==> src/rtl/id_issue_buffer_if.sv <==
// Decode-to-issue handshake bundle for the multi-lane issue buffer.
// master drives decode lanes and issue acks; slave is the buffer.
interface id_issue_buffer_if #(
    parameter int unsigned NrIn      = 2,
    parameter int unsigned NrOut     = 2,
    parameter int unsigned DataWidth = 64
);
    logic [NrIn-1:0]            dec_valid_i;
    logic [NrIn*DataWidth-1:0]  dec_data_i;
    logic [NrIn-1:0]            dec_ctrl_flow_i;
    logic [NrIn-1:0]            dec_ready_o;
    logic [NrOut-1:0]           issue_valid_o;
    logic [NrOut*DataWidth-1:0] issue_data_o;
    logic [NrOut-1:0]           issue_ctrl_flow_o;
    logic [NrOut-1:0]           issue_ack_i;

    modport master (
        output dec_valid_i, dec_data_i, dec_ctrl_flow_i, issue_ack_i,
        input  dec_ready_o, issue_valid_o, issue_data_o, issue_ctrl_flow_o
    );

    modport slave (
        input  dec_valid_i, dec_data_i, dec_ctrl_flow_i, issue_ack_i,
        output dec_ready_o, issue_valid_o, issue_data_o, issue_ctrl_flow_o
    );
endinterface

==> src/rtl/id_issue_buffer.sv <==
// Circular FIFO between decode and issue: NrIn pushes and NrOut pops per cycle,
// with optional serialisation of control-flow entries onto issue slot 0.
module id_issue_buffer #(
    parameter int unsigned NrIn              = 2,
    parameter int unsigned NrOut             = 2,
    parameter int unsigned Depth             = 4,
    parameter int unsigned DataWidth         = 64,
    parameter bit          CtrlFlowSerialize = 1'b1
) (
    input  logic             clk_i,
    input  logic             rst_i,
    input  logic             flush_i,
    id_issue_buffer_if.slave bus
);
    localparam int unsigned CW = $clog2(Depth + 1);
    localparam int unsigned PW = (Depth > 1) ? $clog2(Depth) : 1;
    localparam int unsigned SW = CW + 1;

    logic [DataWidth-1:0] mem_data [Depth];
    logic [Depth-1:0]     mem_cf;
    logic [PW-1:0]        rd_ptr;
    logic [PW-1:0]        wr_ptr;
    logic [CW-1:0]        count;

    logic [NrOut-1:0]           raw;
    logic [NrOut-1:0]           vld;
    logic [NrOut-1:0]           cf_out;
    logic [NrOut*DataWidth-1:0] data_out;
    logic [NrIn-1:0]            rdy;
    logic [CW-1:0]              pops;
    logic [CW-1:0]              pushes;
    logic [SW-1:0]              free;
    logic [PW-1:0]              idx;
    logic                       blk;
    logic                       run;

    // base + off stays below 2*Depth, so one conditional subtract wraps it
    function automatic logic [PW-1:0] wrap(input logic [PW-1:0] base,
                                           input logic [SW-1:0] off);
        logic [SW-1:0] sum;
        sum = SW'(base) + off;
        if (sum >= SW'(Depth)) sum = sum - SW'(Depth);
        return PW'(sum);
    endfunction

    always_comb begin
        raw      = '0;
        vld      = '0;
        cf_out   = '0;
        data_out = '0;
        idx      = '0;
        blk      = 1'b0;
        run      = 1'b1;
        pops     = '0;
        for (int j = 0; j < NrOut; j++) begin
            idx    = wrap(rd_ptr, SW'(j));
            raw[j] = count > CW'(j);
            cf_out[j] = mem_cf[idx];
            data_out[j*DataWidth +: DataWidth] = mem_data[idx];
            if (CtrlFlowSerialize && j > 0 && (blk || (raw[j] && cf_out[j])))
                vld[j] = 1'b0;
            else
                vld[j] = raw[j];
            blk = blk || (raw[j] && cf_out[j]) || (raw[j] && !vld[j]);
            if (run && vld[j] && bus.issue_ack_i[j]) pops = pops + 1'b1;
            else run = 1'b0;
        end
    end

    always_comb begin
        rdy    = '0;
        pushes = '0;
        free   = SW'(Depth) - SW'(count) + SW'(pops);
        for (int k = 0; k < NrIn; k++) begin
            rdy[k] = free > SW'(k);
            if (bus.dec_valid_i[k] && rdy[k]) pushes = pushes + 1'b1;
        end
    end

    assign bus.issue_valid_o     = vld;
    assign bus.issue_data_o      = data_out;
    assign bus.issue_ctrl_flow_o = cf_out;
    assign bus.dec_ready_o       = rdy;

    always_ff @(posedge clk_i) begin
        if (rst_i) begin
            rd_ptr <= '0;
            wr_ptr <= '0;
            count  <= '0;
            mem_cf <= '0;
            for (int i = 0; i < Depth; i++) mem_data[i] <= '0;
        end else if (flush_i) begin
            rd_ptr <= '0;
            wr_ptr <= '0;
            count  <= '0;
        end else begin
            for (int k = 0; k < NrIn; k++) begin
                if (bus.dec_valid_i[k] && rdy[k]) begin
                    mem_data[wrap(wr_ptr, SW'(k))] <=
                        bus.dec_data_i[k*DataWidth +: DataWidth];
                    mem_cf[wrap(wr_ptr, SW'(k))] <= bus.dec_ctrl_flow_i[k];
                end
            end
            rd_ptr <= wrap(rd_ptr, SW'(pops));
            wr_ptr <= wrap(wr_ptr, SW'(pushes));
            count  <= count + pushes - pops;
        end
    end

    always_ff @(posedge clk_i) begin
        if (!rst_i) begin
            assert (((bus.dec_valid_i + 1'b1) & bus.dec_valid_i) == '0)
                else $error("dec_valid_i is not a prefix");
            assert (count <= CW'(Depth)) else $error("count overflow");
            assert (pops <= count) else $error("pop beyond count");
            assert (wr_ptr == wrap(rd_ptr, SW'(count)))
                else $error("pointer/count mismatch");
        end
    end
endmodule

==> src/flat_wrapper.sv <==
// flat-port wrapper written by rule: the top's interface ports become plain ports
module id_issue_buffer_flat 
#(
    parameter int unsigned NrIn              = 2,
    parameter int unsigned NrOut             = 2,
    parameter int unsigned Depth             = 4,
    parameter int unsigned DataWidth         = 64,
    parameter bit          CtrlFlowSerialize = 1'b1
)
  (clk_i, rst_i, flush_i, bus_dec_valid_i, bus_dec_data_i, bus_dec_ctrl_flow_i, bus_issue_ack_i, bus_dec_ready_o, bus_issue_valid_o, bus_issue_data_o, bus_issue_ctrl_flow_o);
  id_issue_buffer_if #(.NrIn(NrIn), .NrOut(NrOut), .DataWidth(DataWidth)) bus_i ();
  input  logic clk_i;
  input  logic rst_i;
  input  logic flush_i;
  input wire logic [$bits(bus_i.dec_valid_i)-1:0] bus_dec_valid_i;
  input wire logic [$bits(bus_i.dec_data_i)-1:0] bus_dec_data_i;
  input wire logic [$bits(bus_i.dec_ctrl_flow_i)-1:0] bus_dec_ctrl_flow_i;
  input wire logic [$bits(bus_i.issue_ack_i)-1:0] bus_issue_ack_i;
  output wire logic [$bits(bus_i.dec_ready_o)-1:0] bus_dec_ready_o;
  output wire logic [$bits(bus_i.issue_valid_o)-1:0] bus_issue_valid_o;
  output wire logic [$bits(bus_i.issue_data_o)-1:0] bus_issue_data_o;
  output wire logic [$bits(bus_i.issue_ctrl_flow_o)-1:0] bus_issue_ctrl_flow_o;
  assign bus_i.dec_valid_i = bus_dec_valid_i;
  assign bus_i.dec_data_i = bus_dec_data_i;
  assign bus_i.dec_ctrl_flow_i = bus_dec_ctrl_flow_i;
  assign bus_i.issue_ack_i = bus_issue_ack_i;
  assign bus_dec_ready_o = bus_i.dec_ready_o;
  assign bus_issue_valid_o = bus_i.issue_valid_o;
  assign bus_issue_data_o = bus_i.issue_data_o;
  assign bus_issue_ctrl_flow_o = bus_i.issue_ctrl_flow_o;
  id_issue_buffer #(.NrIn(NrIn), .NrOut(NrOut), .Depth(Depth), .DataWidth(DataWidth), .CtrlFlowSerialize(CtrlFlowSerialize)) u_core (.clk_i(clk_i), .rst_i(rst_i), .flush_i(flush_i), .bus(bus_i));
endmodule
==> config.mk <==
export PLATFORM = sky130hd
export DESIGN_NAME = id_issue_buffer_flat
export DESIGN_NICKNAME = d
export VERILOG_FILES = /design/src/rtl/id_issue_buffer_if.sv /design/src/rtl/id_issue_buffer.sv /design/src/flat_wrapper.sv
export SDC_FILE = /design/constraint.sdc
export NUM_CORES = 1
export LEC_CHECK = 0
export ABC_AREA = 0
export ABC_CLOCK_PERIOD_IN_PS = 9830
export CAP_MARGIN = 20
export CORE_ASPECT_RATIO = 1.1
export CORE_MARGIN = 2
export CORE_UTILIZATION = 57
export CTS_CLUSTER_DIAMETER = 200
export CTS_CLUSTER_SIZE = 28
export DETAILED_ROUTE_END_ITERATION = 16
export PLACE_DENSITY_LB_ADDON = 0.3
export SYNTH_ARGS = -nofsm -noshare
export SYNTH_HDL_FRONTEND = slang
export SYNTH_SLANG_ARGS = --single-unit
==> constraint.sdc <==
create_clock -name clk_i -period 9.83 [get_ports clk_i]
set_input_delay 1.4745 -clock clk_i [delete_from_list [all_inputs] [get_ports clk_i]]
set_output_delay 1.4745 -clock clk_i [all_outputs]
set_load 0.02 [all_outputs]
## Word-level counts from Yosys, hierarchy flattened

Memories as Yosys holds them, arrays and structs flattened.
Index checks and enable logic that the tools add are counted.

| word-level totals | value |
|---|---|
| flip-flop bits (word level) | 11 |
| word-level logic and storage cells | 98 |
| input port bits | 137 |
| output and inout port bits | 134 |
| memories | 1 |
| bits in writable memories | 256 |

Memories:

| memory | depth | bits a word | read ports | clocked after memory_dff | wr ports | RTL line | RTL |
|---|---|---|---|---|---|---|---|
| u_core.mem_data | 4 | 64 | 2 | 0 | 4 | id_issue_buffer.sv:19 | `logic [DataWidth-1:0] mem_data [Depth];` |

| operators by class | value |
|---|---|
| reductions and logical operators | 13 |
| magnitude comparators | 16 |
| muxes and demuxes | 48 |
| add/sub/neg operators | 16 |

Operators with widths:

| cell | count |
|---|---|
| 64-bit two-way mux | 2 |
| 64-bit OR reduction | 2 |
| 2-bit two-way mux | 14 |
| 1-bit two-way mux | 20 |
| 4-bit two-way mux | 4 |
| 2-bit by 3-bit less-than comparator with 1-bit output (second input constant) | 4 |
| 2-bit by 1-bit subtractor with 2-bit output (second input constant) | 6 |
| 1-bit logical AND | 9 |
| 2-bit by 3-bit adder with 4-bit output | 2 |
| 4-bit bitwise mux | 2 |
| 4-bit by 3-bit >= comparator with 1-bit output (second input constant) | 2 |
| 4-bit by 1-bit greater-than comparator with 1-bit output (second input constant) | 2 |
| 2-bit by 1-bit adder with 3-bit output (second input constant) | 2 |
| 2-bit by 3-bit >= comparator with 1-bit output (second input constant) | 2 |
| 3-bit >= comparator (second input constant) | 2 |
| 3-bit by 1-bit greater-than comparator with 1-bit output (second input constant) | 2 |
| 3-bit two-way mux | 2 |
| 4-bit by 3-bit adder with 4-bit output | 1 |
| 1-bit binary-select mux with 2-bit select | 2 |
| 1-bit demux with 2-bit select | 2 |
| 2-bit by 1-bit >= comparator with 1-bit output (second input constant) | 2 |
| 3-bit by 3-bit subtractor with 4-bit output (first input constant) | 1 |
| 3-bit by 1-bit adder with 3-bit output (second input constant) | 1 |
| 3-bit adder | 1 |
| 4 further kinds | 4 |

## Longest topological paths before layout

Gate-level depths: netlist of the first run.

| logic depth | value |
|---|---|
| word-level depth | 27 |
| gate-level depth with buffers | 20 |
| mapped depth without buffers | 19 |

## Least setup slack after synthesis of the first run

OpenSTA, ideal clock, no wires.

| timing | value |
|---|---|
| path kind | input to register |
| from | input port bus_issue_ack_i[0] |
| to | memory u_core.mem_data[0][0] (enable) |
| arrival time | 5.142 ns |
| setup slack | 4.264 ns |
| cell stages on the path | 12 |
| library setup time | 0.425 ns |
| buffers on the path | 1 |
| cells stage by stage | and2_1 -> and3_1 -> ha_1 -> inv_1 -> ha_1 -> fa_1 -> and4b_1 -> o21ai_2 -> nand3_2 -> nor3_1 -> buf_2 -> or3_1 |

RTL lines:

| what | RTL line | RTL |
|---|---|---|
| start, declared | flat_wrapper.sv:18 | `input wire logic [$bits(bus_i.issue_ack_i)-1:0] bus_issue_ack_i;` |
| end, declared | id_issue_buffer.sv:19 |  |

## Final worst setup path of the first run

| timing | value |
|---|---|
| from | register u_core.rd_ptr[1] |
| to | output port bus_dec_ready_o[0] |

| between the ends | value |
|---|---|
| cells in the longest elaborated chain, start to end | 13 |

RTL lines:

| what | RTL line | RTL |
|---|---|---|
| start, declared | id_issue_buffer.sv:21 | `logic [PW-1:0] rd_ptr;` |
| start signal, assigned | id_issue_buffer.sv:104 | `rd_ptr <= wrap(rd_ptr, SW'(pops));` |
| 2-bit by 1-bit adder with 3-bit output | id_issue_buffer.sv:41 | `sum = SW'(base) + off;` |
| 3-bit >= comparator or 2-bit by 1-bit subtractor with 2-bit output (tied branches) | id_issue_buffer.sv:42 | `if (sum >= SW'(Depth)) sum = sum - SW'(Depth);` |
| 2-bit two-way mux | id_issue_buffer.sv:42 |  |
| 1-bit binary-select mux with 2-bit select | id_issue_buffer.sv:58 | `cf_out[j] = mem_cf[idx];` |
| 1-bit two-way mux (implied by the code) | id_issue_buffer.sv:58 |  |
| 1-bit logical AND | id_issue_buffer.sv:60 | `if (CtrlFlowSerialize && j > 0 && (blk \|\| (raw[j] && cf_out[j])))` |
| 1-bit logical OR (*) | id_issue_buffer.sv:60 |  |
| 1-bit two-way mux (*) | id_issue_buffer.sv:60 |  |
| 1-bit logical AND (*) (2 in a row) | id_issue_buffer.sv:65 | `if (run && vld[j] && bus.issue_ack_i[j]) pops = pops + 1'b1;` |
| 3-bit two-way mux (*) | id_issue_buffer.sv:65 |  |
| 4-bit by 3-bit adder with 4-bit output (*) | id_issue_buffer.sv:73 | `free = SW'(Depth) - SW'(count) + SW'(pops);` |
| 4-bit by 1-bit greater-than comparator with 1-bit output (*) | id_issue_buffer.sv:75 | `rdy[k] = free > SW'(k);` |
| end, declared | flat_wrapper.sv:19 | `output wire logic [$bits(bus_i.dec_ready_o)-1:0] bus_dec_ready_o;` |

Mark *: on every way between the ends. The rest lies on a longest branch, timed or not. The select of a mux whose other input is x is not followed.

==> flow_summary.ini, run 1 <==
[power_and_ir_drop]
seqPwrFrac_pct = 45.4
cellPowerDensity_nw_per_um2 = 191
leakagePower_nw = 6.02
power_report.internal_total_mw = 2.28
clock_network_fraction_of_total_power_pct = 17.9
fraction_of_power_spent_switching_nets_pct = 32.1
max-vdd-ir-drop_v = 0.000230
comb_power_share_pct = 36.7
power.net_switching_mw = 1.08

[worst_setup_path]
critPathLaunchType = flip-flop
setup.worst_path.end_class = output port
setup.worst_path.class = reg -> out
critPathArrivalTime_ns = 5.00
worst_ep_required_time_ns = 8.36
setup_slack_on_the_worst_flop_to_flop_path_ns = 3.59
worstPathMaxFanout = 51

[min_path]
worst_hold_path_type = reg -> reg

[synth]
yosysTopAreaCell = sky130_fd_sc_hd__edfxtp_1
ys_dominant_reg_cell = sky130_fd_sc_hd__edfxtp_1
synth-edff-count = 256
synth_seq_cells = 267
synth.cell_area_um2 = 14400
synth_nets = 994
async_reset_ff_share_pct = 0
synth_seq_area_share_pct = 54.9
synth_largest_type_area_fraction_pct = 53.4
synth_cell_count_leaders = sky130_fd_sc_hd__a22o_1 (256), sky130_fd_sc_hd__edfxtp_1 (256), sky130_fd_sc_hd__mux4_2 (128)
post_synth_inst_count = 846
synth.area.top_cells = sky130_fd_sc_hd__edfxtp_1 (53%), sky130_fd_sc_hd__mux4_2 (20%), sky130_fd_sc_hd__a22o_1 (16%), sky130_fd_sc_hd__dfxtp_1 (1.5%), sky130_fd_sc_hd__buf_2 (1.5%)
synthesis.area_per_instance_um2 = 17.0
synth.yosys.warnings = 0
yosys.cell_types.count = 43

[clock_tree]
tritoncts = done
cts_resized = 0
post_cts_buffers = 0
cts.reportedPaths.clkPinSlew_ns = 0.11
clock-root-buffer = sky130_fd_sc_hd__clkbuf_16
cts-root-to-sink-buffers = 3
hold_buf_count_cts = 0
numClockSinks = 267
clock_latency_ns = 0.49
h-tree-depth = 1
tritoncts.num_buffers = 13

[sta]
max-slew-margin-rel_pct = 25.0
worst-slew-pin-transition_ns = 1.12
clock-skew-final_ns = 0.0260
fin_tns_setup_ns = 0
maxClockFrequency_mhz = 155
period_share_pct = 65.8
final-hold-violation-count = 0
finalSetupViolCount = 0
grt_setup_unrepaired = false
min_period_ns = 6.47
finalHoldWorstSlack_ns = 0.612
drv_slew = 0

[routing]
drt_wl_total_mm = 38.5
detail_route.iter0.violations = 821
via_count = 9842
detailedRoute.firstPassIterationCount = 5
post_drt_wl_per_cell_um = 27.8
final_antenna_net_count = 0
vias_per_cell = 7.12
drc = 0

[floorplan]
io-pin-count = 271
floorplan.initialDensity_pct = 57.5
die_w_um = 156
die_h_um = 171
core_area_um2 = 25000
floorplan.die_area_um2 = 26600
row_count = 61

[global_route]
pin_count_of_the_biggest_net_entering_global_routing = 89
grt_pass1_vias = 10147
antenna_found_initial = 3
grt_pass1_wl_mm = 57.2
global_route.usage.total_pct = 28.3
globalRouteOverflowTotal = 0

[place]
globalplace.congestion = 0.827
detailedPlacementHpwl_mm = 22.3
placement.io_buffers = 270

[finish]
nFillCells = 1658
area_delta_synth_final_pct = 22.4
final_net_count = 1207
fraction_of_final_layout_cells_sized_beyond_drive_strength_1_pct = 17.5

[status]
run_status = finished clean

[flow_run]
max_cap_viols = 0
through the flow:
step | cells | instance area [um2] | setup slack (ns) | power (mW) | utilization [%]
2_1_floorplan | 846 | 14400 | 4.26 | 2.26 | -
3_3_place_gp | 1356 | 17200 | 3.67 | 2.73 | 68.6
3_5_place_dp | 1356 | 17200 | 3.54 | 2.78 | 68.6
4_1_cts | 1377 | 17500 | 3.27 | 3.36 | 70.1
5_1_grt | 1382 | 17600 | 2.95 | 3.49 | 70.4
6_report | 1383 | 17600 | 3.36 | 3.36 | 70.4
worst paths after layout:
kind | from | endpoint | cells past startpoint
max reg2reg | u_core.rd_ptr[1] | u_core.mem_data[0][26] | 14
max | u_core.rd_ptr[1] | bus_dec_ready_o[0] | 14
min | u_core.mem_cf[3] | u_core.mem_cf[3] | 2
min reg2reg | u_core.mem_cf[3] | u_core.mem_cf[3] | 2
kinds of logic after synthesis:
| logic type | after synthesis | share of synthesized area (%) |
|---|---|---|
| compound gates | 277 | 16.7 |
| flops | 267 | 54.9 |
| mux | 137 | 20.6 |
| buf+inv | 99 | 3.71 |
| simple gates | 48 | 2.50 |
| fa+ha+maj | 11 | 1.11 |
| xor+xnor | 7 | 0.426 |
flip-flops by register name, summed over array words and instances, names as in the netlist:
| signal | count |
|---|---|
| u_core.count | 3 |
| u_core.mem_cf | 4 |
| u_core.mem_data | 256 |
| u_core.rd_ptr | 2 |
| u_core.wr_ptr | 2 |
cell type report:
type / count / area, um2 / area share, %
Sequential cell: 267 / 7920 / 44.9
Multi-Input combinational cell: 480 / 6010 / 34.1
Antenna cell: 3 / 7.51 / 0.0426
Inverter: 11 / 41.3 / 0.234
Tap cell: 315 / 394 / 2.24
Clock buffer: 19 / 348 / 1.97
Timing Repair Buffer: 286 / 2880 / 16.4
Clock inverter: 2 / 25.0 / 0.142
metal layers:
| layer | wire, um | track usage (%) | vias up |
|---|---|---|---|
| met1 | 13800 | 35.8 | 5074 |
| met3 | 3380 | 4.79 | 60 |
| met2 | 20300 | 50.2 | 581 |
| met4 | 969 | 8.93 | 0 |
| met5 | 0 | 0 | - |
| li1 | - | - | 4127 |
power groups by stage:
stage | sequential [mW] | combinational [mW] | clock [mW]
after detailed placement | 1.55 | 1.23 | 0
after floorplan | 1.50 | 0.755 | 0
after global placement | 1.53 | 1.20 | 0
final | 1.53 | 1.23 | 0.601
after global routing | 1.54 | 1.31 | 0.638
after CTS | 1.52 | 1.23 | 0.604
placed cells by master (no fill, tap or decap), types with 2 or more instances in the layout:
cell                                n
sky130_fd_sc_hd__nor4_4             4
sky130_fd_sc_hd__buf_4             13
sky130_fd_sc_hd__buf_16             3
sky130_fd_sc_hd__edfxtp_1         256
sky130_fd_sc_hd__or2_2              3
sky130_fd_sc_hd__nor2_1             7
sky130_fd_sc_hd__xor2_1             3
sky130_fd_sc_hd__ha_1               8
sky130_fd_sc_hd__dfxtp_1            9
sky130_fd_sc_hd__or3_4              3
sky130_fd_sc_hd__nor3_2             4
sky130_fd_sc_hd__a22oi_1            4
sky130_fd_sc_hd__and2_1             5
sky130_fd_sc_hd__nor2b_1            6
sky130_fd_sc_hd__xnor2_1            4
sky130_fd_sc_hd__a22o_1           256
sky130_fd_sc_hd__inv_1             11
sky130_fd_sc_hd__diode_2            3
sky130_fd_sc_hd__mux2i_1            9
sky130_fd_sc_hd__nand2_1            2
sky130_fd_sc_hd__o211a_1            2
sky130_fd_sc_hd__mux4_2           128
sky130_fd_sc_hd__clkbuf_1           6
sky130_fd_sc_hd__nand2b_1           2
sky130_fd_sc_hd__clkdlybuf4s50_1  270
sky130_fd_sc_hd__dfxtp_4            2
sky130_fd_sc_hd__or3b_2             4
sky130_fd_sc_hd__a21oi_1            9
sky130_fd_sc_hd__fa_1               3
sky130_fd_sc_hd__clkbuf_16         13
critical path: stages (launching register included):
cell	delay (ns)
sky130_fd_sc_hd__dfxtp_4	0.70
sky130_fd_sc_hd__buf_4	0.87
sky130_fd_sc_hd__xor2_1	0.18
sky130_fd_sc_hd__mux2i_1	0.17
sky130_fd_sc_hd__o211a_1	0.15
sky130_fd_sc_hd__and3_1	0.17
sky130_fd_sc_hd__ha_1	0.32
sky130_fd_sc_hd__inv_1	0.05
sky130_fd_sc_hd__ha_1	0.22
sky130_fd_sc_hd__fa_1	0.45
sky130_fd_sc_hd__inv_1	0.11
sky130_fd_sc_hd__o211a_1	0.15
sky130_fd_sc_hd__o21ai_0	0.10
sky130_fd_sc_hd__or2_2	0.29
sky130_fd_sc_hd__clkdlybuf4s50_1	0.54
Power figures use the tool's default switching activity.
==> inputs of run 2 (changes only) <==
--- a/config.mk
+++ b/config.mk
@@ -6,11 +6,11 @@
 export NUM_CORES = 1
 export LEC_CHECK = 0
 export ABC_AREA = 0
-export ABC_CLOCK_PERIOD_IN_PS = 9830
+export ABC_CLOCK_PERIOD_IN_PS = 5550
 export CAP_MARGIN = 20
 export CORE_ASPECT_RATIO = 1.1
 export CORE_MARGIN = 2
-export CORE_UTILIZATION = 57
+export CORE_UTILIZATION = 48
 export CTS_CLUSTER_DIAMETER = 200
 export CTS_CLUSTER_SIZE = 28
 export DETAILED_ROUTE_END_ITERATION = 16
==> constraint.sdc (replaced) <==
create_clock -name clk_i -period 5.55 [get_ports clk_i]
set_input_delay 0.8325 -clock clk_i [delete_from_list [all_inputs] [get_ports clk_i]]
set_output_delay 0.8325 -clock clk_i [all_outputs]
set_load 0.02 [all_outputs]
==> run 2 against run 1 <==
Against the previous run:
- utilization is 10 points lower
- die area is 18% higher
- sequential power up 75%
- clock skew decreased by 0.0077 ns
- sequential share of layout area down 0.31 points
- total power grew 77%
- wire length up 0.52%
- largest power group unchanged
- final area up 0.70%
- final cell count up 4.6%
- global-route usage fell by 4.1 points
==> flow_summary.ini, run 2 (synthesized netlist as in run 1, its figures left out) <==
[clock_tree]
post_cts_buffers = 0
tritoncts = done
clock-root-buffer = sky130_fd_sc_hd__clkbuf_16
cts_resized = 0
cts-root-to-sink-buffers = 3
numClockSinks = 267
h-tree-depth = 1
hold_buf_count_cts = 0
cts.reportedPaths.clkPinSlew_ns = 0.11
tritoncts.num_buffers = 13
clock_latency_ns = 0.49

[finish]
area_delta_synth_final_pct = 23.3
final_cells = 1447
final_common_cell = sky130_fd_sc_hd__clkdlybuf4s50_1
antenna_cells = 0
post_route_cell_area_um2 = 17800
fraction_of_final_layout_cells_sized_beyond_drive_strength_1_pct = 18.0
layout_top_registers = u_core.mem_data x256, u_core.mem_cf x4, u_core.count x3
largest-register = u_core.mem_data
final_net_count = 1215
largest_reg_flops = 256
layout.cells.most_common_list = sky130_fd_sc_hd__clkdlybuf4s50_1 (270), sky130_fd_sc_hd__a22o_1 (256), sky130_fd_sc_hd__edfxtp_1 (256)

[sta]
max-slew-margin-rel_pct = 33.9
finalSetupViolCount = 0
finalHoldWorstSlack_ns = 0.614
clock-skew-final_ns = 0.0184
worst-slew-pin-transition_ns = 0.992
maxClockFrequency_mhz = 207
fin_tns_setup_ns = 0
min_period_ns = 4.82
drv_slew = 0
period_share_pct = 86.9
final-hold-violation-count = 0
grt_setup_unrepaired = false

[worst_setup_path]
reg2reg_depth = 19
critPathLaunchType = flip-flop
crit_chain = xor2_1, mux2i_1, o211a_1, and3_1, ha_1, inv_1, ha_1, fa_1, inv_1, o211a_1, o21ai_0, or2_2, clkdlybuf4s50_1
setup.worst_path.class = reg -> out
setup.worst_path.end_class = output port
setup_slack_on_the_worst_flop_to_flop_path_ns = 0.88
setup.worst_path.start = u_core.rd_ptr[1]
worstPathMaxFanout = 22
timing.rr.start = u_core.rd_ptr[1]
rr_endpoint = u_core.count[2]
biggest_cell_delay_along_the_critical_path_ns = 0.60
critPathSlowestCell = sky130_fd_sc_hd__dfxtp_4
critPathArrivalTime_ns = 3.99
worst_setup_path_endpoint = bus_dec_ready_o[0]
worst_ep_required_time_ns = 4.72

[global_route]
grt_pass1_wl_mm = 57.9
global_route.usage.total_pct = 24.2
globalRouteOverflowTotal = 0
antenna_found_initial = 4
pin_count_of_the_biggest_net_entering_global_routing = 133
grt_pass1_vias = 10082

[power_and_ir_drop]
report.power.total_mw = 5.95
leakagePower_nw = 6.06
cellPowerDensity_nw_per_um2 = 335
max-vdd-ir-drop_v = 0.000324

[place]
detailedPlacementHpwl_mm = 22.8
post_dp_cell_area_um2 = 17400
placed_cells = 1426
globalplace.congestion = 0.835
placement.io_buffers = 270

[routing]
detail_route.iter0.violations = 695
final_antenna_net_count = 0
drc = 0
detailedRoute.firstPassIterationCount = 5
via_count = 9777
post_drt_wl_per_cell_um = 26.7
vias_per_cell = 6.76
drt_wl_total_mm = 38.7

[floorplan]
die_w_um = 169
floorplan.die_area_um2 = 31400
core_area_um2 = 29600
io-pin-count = 271
row_count = 66
die_h_um = 186
floorplan.initialDensity_pct = 48.7

[min_path]
min_path_cells = 2
worst_hold_path_type = reg -> reg

[flow_run]
max_cap_viols = 0

[status]
run_status = finished clean
[run 2: cell types whose count changed in the layout (fill, tap and decap cells not counted), sizes merged]
cell | before | now
clkbuf | 19 | 20
diode | 3 | 0
inv | 12 | 11
buf | 16 | 24
[run 2: critical path: cells and delay by family, from the launching register on]
kind	cells	cell delay (ns)
flops	1	0.60
simple gates	2	0.47
fa+ha+maj	3	0.83
compound gates	3	0.47
mux	1	0.20
xor+xnor	1	0.21
buf+inv	3	0.72
[run 2: per-stage QoR]
step                      util, %  setup WS, ns
after detailed placement     58.8         0.522
final                        60.0         0.729
after floorplan                 -         0.417
after global placement       58.8         0.562
after global routing         60.0         0.431
after CTS                    60.0         0.694
[run 2: cell type report]
type                    instances  area [um2]
repair buffers                294        2950
clock inverters                 1        16.3
inverters                      11        41.3
fillers                      2233       11800
multi-input cells             480        6010
flip-flops and latches        267        7920
well taps                     374         468
clock buffers                  20         352
[run 2: worst min path at each step]
stage,from,end,slack (ns)
6_report,u_core.wr_ptr[1],u_core.wr_ptr[1],0.61
5_1_grt,u_core.mem_cf[0],u_core.mem_cf[0],0.64
4_1_cts,u_core.wr_ptr[1],u_core.wr_ptr[1],0.61
3_5_place_dp,u_core.wr_ptr[1],u_core.wr_ptr[1],0.60
3_3_place_gp,u_core.mem_cf[1],u_core.mem_cf[1],0.57
2_1_floorplan,u_core.mem_cf[1],u_core.mem_cf[1],0.54
[run 2: metal layers]
layer / share of wire [%] / up-vias / GRT usage, %
met3: 8.2 / 95 / 4.10
met4: 3.8 / 8 / 10.4
met5: 0.12 / - / 0
met2: 50 / 565 / 41.6
li1: - / 4131 / -
met1: 37 / 4978 / 30.6
[run 2: power by group]
| group | switching, mW | total (mW) | internal [mW] | leakage [nW] |
|---|---|---|---|---|
| logic | 1.15 | 2.22 | 1.07 | 3.13 |
| registers | 0.141 | 2.67 | 2.53 | 2.75 |
| clock network | 0.611 | 1.06 | 0.450 | 0.175 |
